--- config.mk ---
export PLATFORM = sky130hd
export DESIGN_NAME = cache_maint_seq_flat
export DESIGN_NICKNAME = d
export VERILOG_FILES = /design/src/rtl/cache_maint_seq_if.sv /design/src/rtl/cache_maint_seq.sv /design/src/flat_wrapper.sv
export SDC_FILE = /design/constraint.sdc
export NUM_CORES = 1
export LEC_CHECK = 0
export CAP_MARGIN = 20
export CORE_MARGIN = 4
export CORE_UTILIZATION = 40
export CTS_BUF_LIST = sky130_fd_sc_hd__clkbuf_4 sky130_fd_sc_hd__clkbuf_8
export DETAILED_ROUTE_END_ITERATION = 10
export PLACE_DENSITY_LB_ADDON = 0.3
export REMOVE_ABC_BUFFERS = 1
export SLEW_MARGIN = 20
export SYNTH_ARGS = -nofsm -noshare
export SYNTH_HDL_FRONTEND = slang
export SYNTH_SLANG_ARGS = --single-unit
--- constraint.sdc ---
create_clock -name clk -period 2.1 [get_ports clk]
set_input_delay 0.21 -clock clk [delete_from_list [all_inputs] [get_ports clk]]
set_output_delay 0.21 -clock clk [all_outputs]
set_load 0.1 [all_outputs]
--- src/rtl/cache_maint_seq_if.sv ---
// cache_maint_seq_if: command handshake and cache_ctrl scan port bundle
interface cache_maint_seq_if;
  logic         cmd_vld_i;
  logic         cmd_rdy_o;
  logic [1:0]   cmd_op_i;
  logic [31:0]  cmd_addr_i;
  logic [127:0] cmd_data_i;
  logic [3:0]   cmd_maskn_i;
  logic         done_o;
  logic         err_o;
  logic         busy_o;
  logic         scan_enb_o;
  logic [8:0]   scan_addr_o;
  logic [31:0]  scan_data_o;
  logic [3:0]   scan_web_tag_o;
  logic [3:0]   scan_web_cache_o;
  modport slave (
    input  cmd_vld_i, cmd_op_i, cmd_addr_i, cmd_data_i, cmd_maskn_i,
    output cmd_rdy_o, done_o, err_o, busy_o,
    output scan_enb_o, scan_addr_o, scan_data_o, scan_web_tag_o, scan_web_cache_o
  );
  modport master (
    output cmd_vld_i, cmd_op_i, cmd_addr_i, cmd_data_i, cmd_maskn_i,
    input  cmd_rdy_o, done_o, err_o, busy_o,
    input  scan_enb_o, scan_addr_o, scan_data_o, scan_web_tag_o, scan_web_cache_o
  );
endinterface

--- src/rtl/cache_maint_seq.sv ---
// cache_maint_seq: expands fill/invalidate/invalidate-all commands into cache_ctrl scan-port beats
module cache_maint_seq #(
  parameter int SETTLE_CYCLES = 2,
  parameter int NUM_SETS      = 128
) (
  input logic clk,
  input logic reset,
  cache_maint_seq_if.slave bus
);
  typedef enum logic [2:0] {IDLE, DATA, TAG, SWEEP, SETTLE} state_t;
  localparam logic [6:0] LAST      = 7'(NUM_SETS - 1);
  localparam logic [2:0] SET_LAST  = 3'(SETTLE_CYCLES == 0 ? 0 : SETTLE_CYCLES - 1);
  localparam bit         NO_SETTLE = SETTLE_CYCLES == 0;
  state_t state, state_n;
  logic [6:0] cnt, cnt_n;
  logic [2:0] scnt, scnt_n;
  logic [1:0] op, op_n;
  logic [31:2] addr, addr_n;
  logic [127:0] data, data_n;
  logic [3:0] maskn, maskn_n;
  logic acc, fin, enb_n;
  logic [8:0] saddr_n;
  logic [31:0] sdata_n;
  logic [3:0] wt_n, wc_n;
  assign bus.cmd_rdy_o = state == IDLE && reset;
  assign bus.busy_o    = state != IDLE;
  assign acc           = bus.cmd_vld_i && bus.cmd_rdy_o;
  always_comb begin
    op_n    = acc ? bus.cmd_op_i : op;
    addr_n  = acc ? bus.cmd_addr_i[31:2] : addr;
    data_n  = acc ? bus.cmd_data_i : data;
    maskn_n = acc ? bus.cmd_maskn_i : maskn;
    state_n = state;
    cnt_n   = cnt;
    scnt_n  = scnt;
    fin     = 1'b0;
    case (state)
      IDLE: begin
        cnt_n = '0;
        scnt_n = '0;
        if (acc)
          state_n = bus.cmd_op_i == 2'b01 ? TAG :
                    bus.cmd_op_i == 2'b10 ? DATA :
                    bus.cmd_op_i == 2'b11 ? SWEEP : SETTLE;
      end
      DATA: begin
        cnt_n = cnt == 7'd3 ? '0 : cnt + 7'd1;
        state_n = cnt == 7'd3 ? TAG : DATA;
      end
      TAG, SWEEP: begin
        cnt_n = cnt == LAST ? cnt : cnt + 7'd1;
        if (state == TAG || cnt == LAST) begin
          state_n = NO_SETTLE ? IDLE : SETTLE;
          scnt_n = SET_LAST;
          fin = NO_SETTLE;
        end
      end
      SETTLE: begin
        scnt_n = scnt - 7'd1 == '0 ? '0 : scnt - 3'd1;
        state_n = scnt == '0 ? IDLE : SETTLE;
        fin = scnt == '0;
      end
      default: state_n = IDLE;
    endcase
    enb_n   = !(state_n inside {DATA, TAG, SWEEP});
    saddr_n = state_n == DATA  ? {addr_n[8:2], cnt_n[1:0]} :
              state_n == TAG   ? {2'b00, addr_n[8:2]} :
              state_n == SWEEP ? {2'b00, cnt_n} : '0;
    sdata_n = state_n == DATA ? data_n[32*cnt_n[1:0] +: 32] :
              state_n == TAG && op_n == 2'b10 ? {1'b1, 8'b0, addr_n[31:9]} : '0;
    wc_n    = state_n == DATA ? maskn_n : 4'hf;
    wt_n    = state_n == TAG ? (op_n == 2'b10 ? maskn_n : 4'h0) :
              state_n == SWEEP ? 4'h0 : 4'hf;
  end
  always_ff @(posedge clk) begin
    if (!reset) begin
      state <= IDLE;
      cnt <= '0;
      scnt <= '0;
      op <= '0;
      addr <= '0;
      data <= '0;
      maskn <= '0;
      bus.done_o <= 1'b0;
      bus.err_o <= 1'b0;
      bus.scan_enb_o <= 1'b1;
      bus.scan_addr_o <= '0;
      bus.scan_data_o <= '0;
      bus.scan_web_tag_o <= 4'hf;
      bus.scan_web_cache_o <= 4'hf;
    end else begin
      state <= state_n;
      cnt <= cnt_n;
      scnt <= scnt_n;
      op <= op_n;
      addr <= addr_n;
      data <= data_n;
      maskn <= maskn_n;
      bus.done_o <= (fin && op != 2'b00) || (acc && bus.cmd_op_i == 2'b00);
      bus.err_o <= acc && bus.cmd_op_i == 2'b00;
      bus.scan_enb_o <= enb_n;
      bus.scan_addr_o <= saddr_n;
      bus.scan_data_o <= sdata_n;
      bus.scan_web_tag_o <= wt_n;
      bus.scan_web_cache_o <= wc_n;
    end
  end
endmodule

--- src/flat_wrapper.sv ---
// flat-port wrapper written by rule: the top's interface ports become plain ports
module cache_maint_seq_flat 
#(
  parameter int SETTLE_CYCLES = 2,
  parameter int NUM_SETS      = 128
)
  (clk, reset, bus_cmd_vld_i, bus_cmd_op_i, bus_cmd_addr_i, bus_cmd_data_i, bus_cmd_maskn_i, bus_cmd_rdy_o, bus_done_o, bus_err_o, bus_busy_o, bus_scan_enb_o, bus_scan_addr_o, bus_scan_data_o, bus_scan_web_tag_o, bus_scan_web_cache_o);
  cache_maint_seq_if bus_i ();
  input logic clk;
  input logic reset;
  input wire logic [$bits(bus_i.cmd_vld_i)-1:0] bus_cmd_vld_i;
  input wire logic [$bits(bus_i.cmd_op_i)-1:0] bus_cmd_op_i;
  input wire logic [$bits(bus_i.cmd_addr_i)-1:0] bus_cmd_addr_i;
  input wire logic [$bits(bus_i.cmd_data_i)-1:0] bus_cmd_data_i;
  input wire logic [$bits(bus_i.cmd_maskn_i)-1:0] bus_cmd_maskn_i;
  output wire logic [$bits(bus_i.cmd_rdy_o)-1:0] bus_cmd_rdy_o;
  output wire logic [$bits(bus_i.done_o)-1:0] bus_done_o;
  output wire logic [$bits(bus_i.err_o)-1:0] bus_err_o;
  output wire logic [$bits(bus_i.busy_o)-1:0] bus_busy_o;
  output wire logic [$bits(bus_i.scan_enb_o)-1:0] bus_scan_enb_o;
  output wire logic [$bits(bus_i.scan_addr_o)-1:0] bus_scan_addr_o;
  output wire logic [$bits(bus_i.scan_data_o)-1:0] bus_scan_data_o;
  output wire logic [$bits(bus_i.scan_web_tag_o)-1:0] bus_scan_web_tag_o;
  output wire logic [$bits(bus_i.scan_web_cache_o)-1:0] bus_scan_web_cache_o;
  assign bus_i.cmd_vld_i = bus_cmd_vld_i;
  assign bus_i.cmd_op_i = bus_cmd_op_i;
  assign bus_i.cmd_addr_i = bus_cmd_addr_i;
  assign bus_i.cmd_data_i = bus_cmd_data_i;
  assign bus_i.cmd_maskn_i = bus_cmd_maskn_i;
  assign bus_cmd_rdy_o = bus_i.cmd_rdy_o;
  assign bus_done_o = bus_i.done_o;
  assign bus_err_o = bus_i.err_o;
  assign bus_busy_o = bus_i.busy_o;
  assign bus_scan_enb_o = bus_i.scan_enb_o;
  assign bus_scan_addr_o = bus_i.scan_addr_o;
  assign bus_scan_data_o = bus_i.scan_data_o;
  assign bus_scan_web_tag_o = bus_i.scan_web_tag_o;
  assign bus_scan_web_cache_o = bus_i.scan_web_cache_o;
  cache_maint_seq #(.SETTLE_CYCLES(SETTLE_CYCLES), .NUM_SETS(NUM_SETS)) u_core (.clk(clk), .reset(reset), .bus(bus_i));
endmodule
Word level (Yosys, flattened, before mapping)
Cells that the tools add are included.

Bits in registers: 229. Input bits: 169. Output and inout port bits: 54. Logic and storage cells: 78.

Add/sub/neg operators: 3. Eq/ne operators: 14. Shift-type cells: 1. Muxes and demuxes: 27. Reduce and logical (&&, ||, !) cells: 19.

Operator list (number): two-way mux 128 bit (1); variable part select 128 x 8 -> 32 bit (1); two-way mux 32 bit (2); two-way mux 30 bit (1); two-way mux 3 bit (8); two-way mux 7 bit (3); one-hot mux 7 bit (3 select lines) (1); two-way mux 9 bit (2); two-way mux 4 bit (4); equality test 3 x 2 -> 1 bit (second input constant) (4); one-hot mux 3 bit (4 select lines) (1); one-hot mux 3 bit (3 select lines) (1); nonzero test 3 bit (3); adder 7 x 1 -> 7 bit (second input constant) (1); equality test 7 x 2 -> 1 bit (second input constant) (1); equality test 7 bit (second input constant) (1); logical NOT 7 bit (1); equality test 2 bit (second input constant) (3); equality test 3 x 1 -> 1 bit (second input constant) (2); logical NOT 3 bit (2); logical AND 1 bit (5); two-way mux 2 bit (2); AND reduction 2 bit (2); subtractor 3 x 1 -> 4 bit (second input constant) (1); other kinds (10) (11).

Depth between registers and ports, before layout
Gate-level depths: netlist of run 1.

Depth in word-level cells: 10. Depth in mapped cells: 10.

Worst setup path after synthesis of run 1
No wires, ideal clock.

Path type: reg-to-reg. Start: register u_core.cnt[1]. End: register u_core.bus.scan_data_o[10]. Setup time: 0.120 ns. Arrival time: 2.181 ns. Required time: 1.980 ns. Slack: -0.200 ns. Stages on the path, launching flop included: 10. Clock period less this slack: 2.300 ns. Cell sequence: dfxtp_1 ha_1 and4_1 buf_4 a31oi_4 buf_2 mux2_2 o22ai_1 a211oi_1 a211o_1.

Word-level cells in the longest chain between the ends: 8.

RTL lines: from (decl) (RTL line cache_maint_seq.sv:15) `logic [6:0] cnt, cnt_n;`; from (signal assigned) (RTL line cache_maint_seq.sv:93) `cnt <= cnt_n;`; parallel branches: the longest is 7 deep, another holds adder 7 x 1 -> 7 bit; two-way mux 32 bit * (RTL line cache_maint_seq.sv:69) `sdata_n = state_n == DATA ? data_n[32*cnt_n[1:0] +: 32] :`; to (signal assigned) (RTL line cache_maint_seq.sv:103) `bus.scan_data_o <= sdata_n;`; to (decl) (RTL line cache_maint_seq_if.sv:20) `output scan_enb_o, scan_addr_o, scan_data_o, scan_web_tag_o, scan_web_cache_o`.

Every way passes the cells marked *. A chain may end at the register's enable or synchronous reset.

Worst setup path after layout of run 1
Start: register u_core.cnt[0]. End: register u_core.bus.scan_data_o[7].

The elaborated chain is that of the path after synthesis.

==> results of run 1 <==
[how the worst max path moves through the flow]
| stage | cells after the start | endpoint | from |
|---|---|---|---|
| after floorplan | 7 | u_core.bus.scan_data_o[11] | u_core.cnt[0] |
| after global placement | 9 | u_core.bus.scan_data_o[7] | u_core.cnt[0] |
| after detailed placement | 9 | u_core.bus.scan_data_o[3] | u_core.cnt[0] |
| after CTS | 9 | u_core.bus.scan_data_o[3] | u_core.cnt[0] |
| after global routing | 10 | u_core.bus.scan_data_o[0] | u_core.cnt[0] |
| final | 11 | u_core.bus.scan_data_o[7] | u_core.cnt[0] |
[power by group through the flow]
stage	logic, mW	registers, mW	clock network [mW]
2_1_floorplan	0.679	4.93	0
3_3_place_gp	1.64	4.74	0
3_5_place_dp	1.66	4.75	0
4_1_cts	1.77	4.66	4.30
5_1_grt	1.97	4.69	4.50
6_report	1.84	4.67	4.20
[state kept, by name (all words and copies together) (netlist names)]
register,flops
u_core.data,128
u_core.bus.scan_data_o,32
u_core.addr,30
u_core.bus.scan_addr_o,9
u_core.cnt,7
u_core.bus.scan_web_cache_o,4
u_core.bus.scan_web_tag_o,4
u_core.maskn,4
u_core.scnt,3
u_core.state,3
u_core.op,2
u_core.bus.done_o,1
u_core.bus.err_o,1
u_core.bus.scan_enb_o,1
[layout by cell type, fill, tap and decap left out, drive strengths merged, types with 3 or more instances in the layout]
cell type / n
and2: 11
a31oi: 3
or3b: 3
o211ai: 6
and3: 3
a221oi: 4
mux2i: 68
a21boi: 123
nor3: 6
nand3: 27
nand2b: 3
nand2: 307
dfxtp: 229
a21oi: 18
buf: 173
nor2b: 28
nor2: 60
mux2: 28
o21ai: 39
or2: 3
clkbuf: 58
clkdlybuf4s50: 165
a211oi: 34
a211o: 31
inv: 7
o21a: 3
o22ai: 28
ha: 4
[cells in the mapped netlist (27+ instances only)]
cell | number | area, um^2
o22ai_1 | 28 | 175
o21ai_0 | 36 | 180
nor2_1 | 58 | 218
nor2b_1 | 28 | 175
a211o_1 | 31 | 272
dfxtp_1 | 229 | 4580
nand2_1 | 304 | 1140
mux2i_1 | 68 | 681
buf_2 | 42 | 210
a21boi_0 | 121 | 908
nand3_1 | 27 | 135
a211oi_1 | 34 | 255
clkbuf_1 | 31 | 116
[through the flow]
| step | cell area, um^2 | hold slack [ns] | total power, mW | std cells |
|---|---|---|---|---|
| 2_1_floorplan | 9900 | 0.286 | 5.60 | 1102 |
| 3_3_place_gp | 13400 | 0.447 | 6.38 | 1750 |
| 3_5_place_dp | 13400 | 0.452 | 6.41 | 1750 |
| 4_1_cts | 14600 | 0.214 | 10.7 | 1826 |
| 5_1_grt | 15000 | 0.226 | 11.2 | 1836 |
| 6_report | 15000 | 0.240 | 10.7 | 1837 |
[per-layer routing]
layer  share of wire  global-route usage
met1            0.45               0.288
met2            0.47               0.346
met3           0.061              0.0450
met4           0.019              0.0532
met5         0.00041                   0
[timing repair]
action                     CTS  global route
gates resized for setup     50            65
setup endpoints to repair   48            95
gates cloned                 5             1
buffers inserted             9            11
pin swaps                   14            30
[worst min-delay path, stage by stage]
cell	delay, ns
clkdlybuf4s50_1	0.39
nand2_1	0.05
a21boi_0	0.06
[logic make-up (layout without fill, tap and decap cells)]
family,count (synthesis),in the layout,share of synthesized area
other cells,0,1,0
simple gates,462,463,0.195
buf+inv,105,410,0.0523
compound gates,304,304,0.213
fa+ha+maj,4,4,0.00481
mux,96,96,0.0956
flops,229,229,0.440
[layout make-up]
cell class | count | area share
clock buffer | 57 | 0.0482
inverter | 7 | 0.00175
sequential | 229 | 0.307
antenna | 1 | 0.000167
clock inverter | 5 | 0.00535
tap | 330 | 0.0276
timing repair buffer | 341 | 0.233
multi-input combinational | 867 | 0.378
==> run_results.csv, run 1 <==
group,metric,value,unit
cts,cts_tree,"built",
sta,rsz0062_at_grt,"true",
die,pin_count,223,
placement,place.gp.congestion,0.857,
critical_path,r2r_cells,11,
critical_path,crit_arrival,2.65,ns
drt,routed_wl,31800,um
global_route,grt_remaining_overflow,0,
sta,fmax,446,MHz
cts,clock_path_buffers,3,
pwr,combPwrFrac,0.172,
cells_and_area,seqCellArea,0.00459,mm^2
cells_and_area,drive_gt1_frac,0.229,
sta,fin_crit_sh,1.07,
logic_synthesis,netlist-cell-type-count,69,
pwr,power_density,714,mW/mm^2
min_path,min-delay-path-class,"input pin to flip-flop",
min_path,min-delay-start,"bus_cmd_data_i[105]",
run_status,failed_checks,"setup timing",
cts,ctsRootBufferMaster,"clkbuf_8",
run_status,status,"complete, but fails checks",
die,start_util,0.410,
critical_path,cp_max_fo,7,
logic_synthesis,avgSynthCellArea,8.68,um^2
drt,drt_iter0_drc,599,
global_route,grt_max_degree,96,
logic_synthesis,ys_async_sr_fraction,0,
cts,cts_buffers,40,
critical_path,critPathSlowestCell,"dfxtp_4",
die,dieArea,0.0287,mm^2
critical_path,r2r-start,"u_core.cnt[0]",
drt,vias,9656,
critical_path,critPathBufInv,4,
sta,clock_skew,0.0310,ns
pwr,pwr-share-clk,0.392,
drt,routed_via_density,5.26,
sta,maxSlewViolCount,0,
min_path,hold_path_end,"u_core.data[105]",
pwr,ir_drop,0.413,mV
cells_and_area,nFillCells,2257,
logic_synthesis,synth_flop_cell,"dfxtp_1",
critical_path,crit_type,"flip-flop to flip-flop",
cts,clk_latency,0.54,ns
sta,relSlewSlack,0.590,
min_path,whs_path_depth,3,
die,die_y,169,um
critical_path,required,2.51,ns
placement,numPortBuffers,220,
die,placementRows,58,
critical_path,end_kind,"flip-flop",
cells_and_area,final_util,0.590,
critical_path,cp-start-kind,"flip-flop",
logic_synthesis,postSynthCellCount,1200,
drt,drc,0,
global_route,antenna_found_initial,1,
logic_synthesis,synth_edf_count,0,
critical_path,r2r_setup_slack,-0.14,ns
placement,dp_hpwl,20700,um
sta,hold_viol,0,
global_route,grt_pass1_vias,9446,
global_route,grt_first_pass_wirelength,49500,um
drt,drtAntennaViolNets,0,
sta,tns,-2.90,ns
cells_and_area,final_nets,1659,
sta,setup_viol,33,
cts,htreeDepth,2,
cts,cts_sinks,229,
sta,min_period,2.24,ns
critical_path,r2r-end,"u_core.bus.scan_data_o[7]",
flow_run,drv_cap,0,
cells_and_area,area_growth,43.9,%
die,die_w,169,um
pwr,power.net_switching,2.84,mW
drt,firstDrtPassIters,5,
pwr,sequentialPowerShare,0.436,
critical_path,slowest_delay,0.38,ns
critical_path,cp_top_family,"buffers and inverters",
critical_path,path_common_cell,"buf_12",
drt,wl_per_cell,17.3,um
cells_and_area,multi_input_area,0.00566,mm^2
sta,tightest_slew,0.613,ns
critical_path,worstPathCellList,"ha_4, nor4b_4, buf_4, a21oi_4, a211oi_4, buf_12, buf_8, buf_12, mux2i_4, nor2_4, a211o_1",
logic_synthesis,yosysWarnings,0,
die,coreArea,0.0254,mm^2
cts,ctsHoldBuffers,0,
placement,place_ws,-0.277,ns
pwr,p_int,7.86,mW
logic_synthesis,yosysSeqAreaShare,0.440,
cts,clk_pin_slew_worst_paths,0.06,ns
sta,fin_ws,-0.142,ns
pwr,leakage,6.05,nW
logic_synthesis,synth_area,0.0104,mm^2
pwr,switching_share,0.265,
logic_synthesis,ys_ff_latch,229,
global_route,track_usage,0.212,
No activity file was read; power rests on OpenSTA's default activity.
==> inputs of run 2 (changes only) <==
- CELL_PAD_IN_SITES_DETAIL_PLACEMENT: default -> 1
- CELL_PAD_IN_SITES_GLOBAL_PLACEMENT: default -> 1
- CORE_UTILIZATION: 40 -> 35
==> run_results.csv, run 2 (synthesized netlist as in run 1, its figures left out) <==
group,metric,value,unit
min_path,min-delay-path-class,"input pin to flip-flop",
critical_path,path_common_cell,"buf_12",
cells_and_area,mostFrequentLayoutCell,"nand2_1",
cells_and_area,final_util,0.525,
critical_path,r2r-end,"u_core.bus.scan_data_o[11]",
global_route,grt_remaining_overflow,0,
cells_and_area,final_cells,1911,
drt,drc,0,
critical_path,end_kind,"flip-flop",
critical_path,cp-endpoint,"u_core.bus.scan_data_o[11]",
pwr,leakage,6.15,nW
global_route,track_usage,0.205,
critical_path,cp_max_fo,13,
pwr,p_int,7.93,mW
sta,maxSlewViolCount,0,
sta,relSlewSlack,0.643,
critical_path,required,2.52,ns
sta,fin_ws,-0.150,ns
drt,drt_iter0_drc,507,
pwr,combPwrFrac,0.173,
placement,dp.cells,1815,
placement,numPortBuffers,220,
cells_and_area,layout_top_registers,"u_core.data x128, u_core.bus.scan_data_o x32, u_core.addr x30",
cells_and_area,nFillCells,3311,
critical_path,worstPathCellList,"ha_4, nor4b_4, buf_4, a21oi_4, a211oi_4, buf_12, buf_12, mux2i_1, a21oi_1, a211o_1",
pwr,power_density,715,mW/mm^2
critical_path,r2r-start,"u_core.cnt[0]",
placement,place_ws,-0.324,ns
pwr,ir_drop,0.379,mV
die,coreArea,0.0290,mm^2
critical_path,critPathSlowestCell,"dfxtp_4",
sta,min_period,2.25,ns
cells_and_area,drive_gt1_frac,0.237,
die,start_util,0.359,
cts,ctsRootBufferMaster,"clkbuf_8",
cells_and_area,final_nets,1668,
placement,dp_hpwl,23900,um
sta,hold_viol,0,
sta,setup_viol,33,
sta,tightest_slew,0.535,ns
cells_and_area,area_growth,46.2,%
cells_and_area,mostFrequentLayoutCells,"nand2_1, dfxtp_1, clkdlybuf4s50_1",
global_route,grt_pass1_vias,10359,
drt,vias,9819,
cells_and_area,top_register,"u_core.data",
die,die_y,180,um
global_route,grt_max_degree,92,
die,pin_count,223,
pwr,pwr-share-clk,0.398,
cts,clk_pin_slew_worst_paths,0.06,ns
cells_and_area,largest_reg_flops,128,
cts,htreeDepth,2,
die,placementRows,62,
run_status,failed_checks,"setup timing",
cts,cts_tree,"built",
critical_path,cp-start-kind,"flip-flop",
cts,cts_sinks,229,
critical_path,slowest_delay,0.37,ns
pwr,power.net_switching,2.96,mW
placement,placed_area,0.0136,mm^2
sta,fin_crit_sh,1.07,
critical_path,crit_type,"flip-flop to flip-flop",
critical_path,cp_top_family,"compound AO/OA/AOI/OAI gates",
sta,clock_skew,0.0298,ns
drt,wl_per_cell,19.2,um
drt,routed_via_density,5.14,
run_status,status,"complete, but fails checks",
sta,fmax,445,MHz
critical_path,cp-startpoint,"u_core.cnt[0]",
cells_and_area,finalInstanceArea,0.0152,mm^2
sta,rsz0062_at_grt,"true",
placement,place.gp.congestion,0.890,
critical_path,r2r_setup_slack,-0.15,ns
drt,routed_wl,36800,um
critical_path,critPathBufInv,3,
flow_run,drv_cap,0,
critical_path,cp.depth,10,
drt,firstDrtPassIters,5,
cts,cts_buffers,41,
cts,ctsHoldBuffers,0,
global_route,grt_first_pass_wirelength,55100,um
die,die_w,180,um
die,dieArea,0.0326,mm^2
drt,drtAntennaViolNets,0,
critical_path,r2r_cells,10,
pwr,switching_share,0.272,
critical_path,crit_arrival,2.66,ns
cts,clock_path_buffers,3,
pwr,sequentialPowerShare,0.429,
global_route,antenna_found_initial,5,
cts,clk_latency,0.55,ns
[run 2: cell type report]
class	count	area (um^2)	area share
Antenna cell	3	7.51	0.000493
Clock buffer	68	830	0.0545
Clock inverter	4	22.5	0.00148
Inverter	7	30.0	0.00197
Multi-Input combinational cell	866	5640	0.371
Sequential cell	229	4600	0.302
Tap cell	384	480	0.0316
Timing Repair Buffer	350	3610	0.237
[run 2: per-stage QoR]
step                      power, mW  hold WS, ns  setup TNS [ns]
after global routing           11.3        0.215           -4.75
after global placement         6.44        0.449           -6.99
after CTS                      10.9        0.193          -0.852
final                          10.9        0.212           -3.09
after floorplan                5.60        0.286         -635.34
after detailed placement       6.48        0.458          -10.54
[run 2: how the worst min path moves through the flow]
stage / from / endpoint / slack (ns) / cells after the start
3_5_place_dp: u_core.data[124] / u_core.data[124] / 0.46 / 2
6_report: bus_cmd_data_i[120] / u_core.data[120] / 0.21 / 3
3_3_place_gp: u_core.addr[9] / u_core.addr[9] / 0.45 / 2
2_1_floorplan: reset / u_core.bus.scan_enb_o / 0.29 / 1
5_1_grt: bus_cmd_data_i[84] / u_core.data[84] / 0.22 / 3
4_1_cts: bus_cmd_data_i[61] / u_core.data[61] / 0.19 / 3
[run 2: worst reg2reg max path, cell delays in order (launching register included)]
cell and delay [ns]:
dfxtp_4 0.37, ha_4 0.16, nor4b_4 0.26, buf_4 0.18, a21oi_4 0.06, a211oi_4 0.21, buf_12 0.16, buf_12 0.16
mux2i_1 0.22, a21oi_1 0.08, a211o_1 0.26
[run 2: layer usage]
layer / up-vias / wire, um / GRT usage
li1: 4751 / - / -
met1: 4746 / 15900 / 0.260
met2: 244 / 17900 / 0.353
met3: 72 / 2120 / 0.0440
met4: 6 / 898 / 0.0575
met5: - / 40 / 0
[run 2: timing repair]
item / CTS / global route
pin swaps: 13 / 7
gates resized for setup: 57 / 45
gates cloned: 2 / 5
setup buffers: 10 / 5
setup endpoints to repair: 53 / 65
[run 2: power groups by stage]
stage / clock [mW] / combinational (mW) / sequential, mW
2_1_floorplan: 0 / 0.679 / 4.93
3_3_place_gp: 0 / 1.69 / 4.75
3_5_place_dp: 0 / 1.72 / 4.76
4_1_cts: 4.45 / 1.80 / 4.67
5_1_grt: 4.63 / 2.02 / 4.70
6_report: 4.33 / 1.88 / 4.67
==> inputs of run 3 (changes only) <==
- CAP_MARGIN: 20 -> default
==> results of run 3 <==
Same layout as run 2: the final DEF is identical, and so are final timing and power.
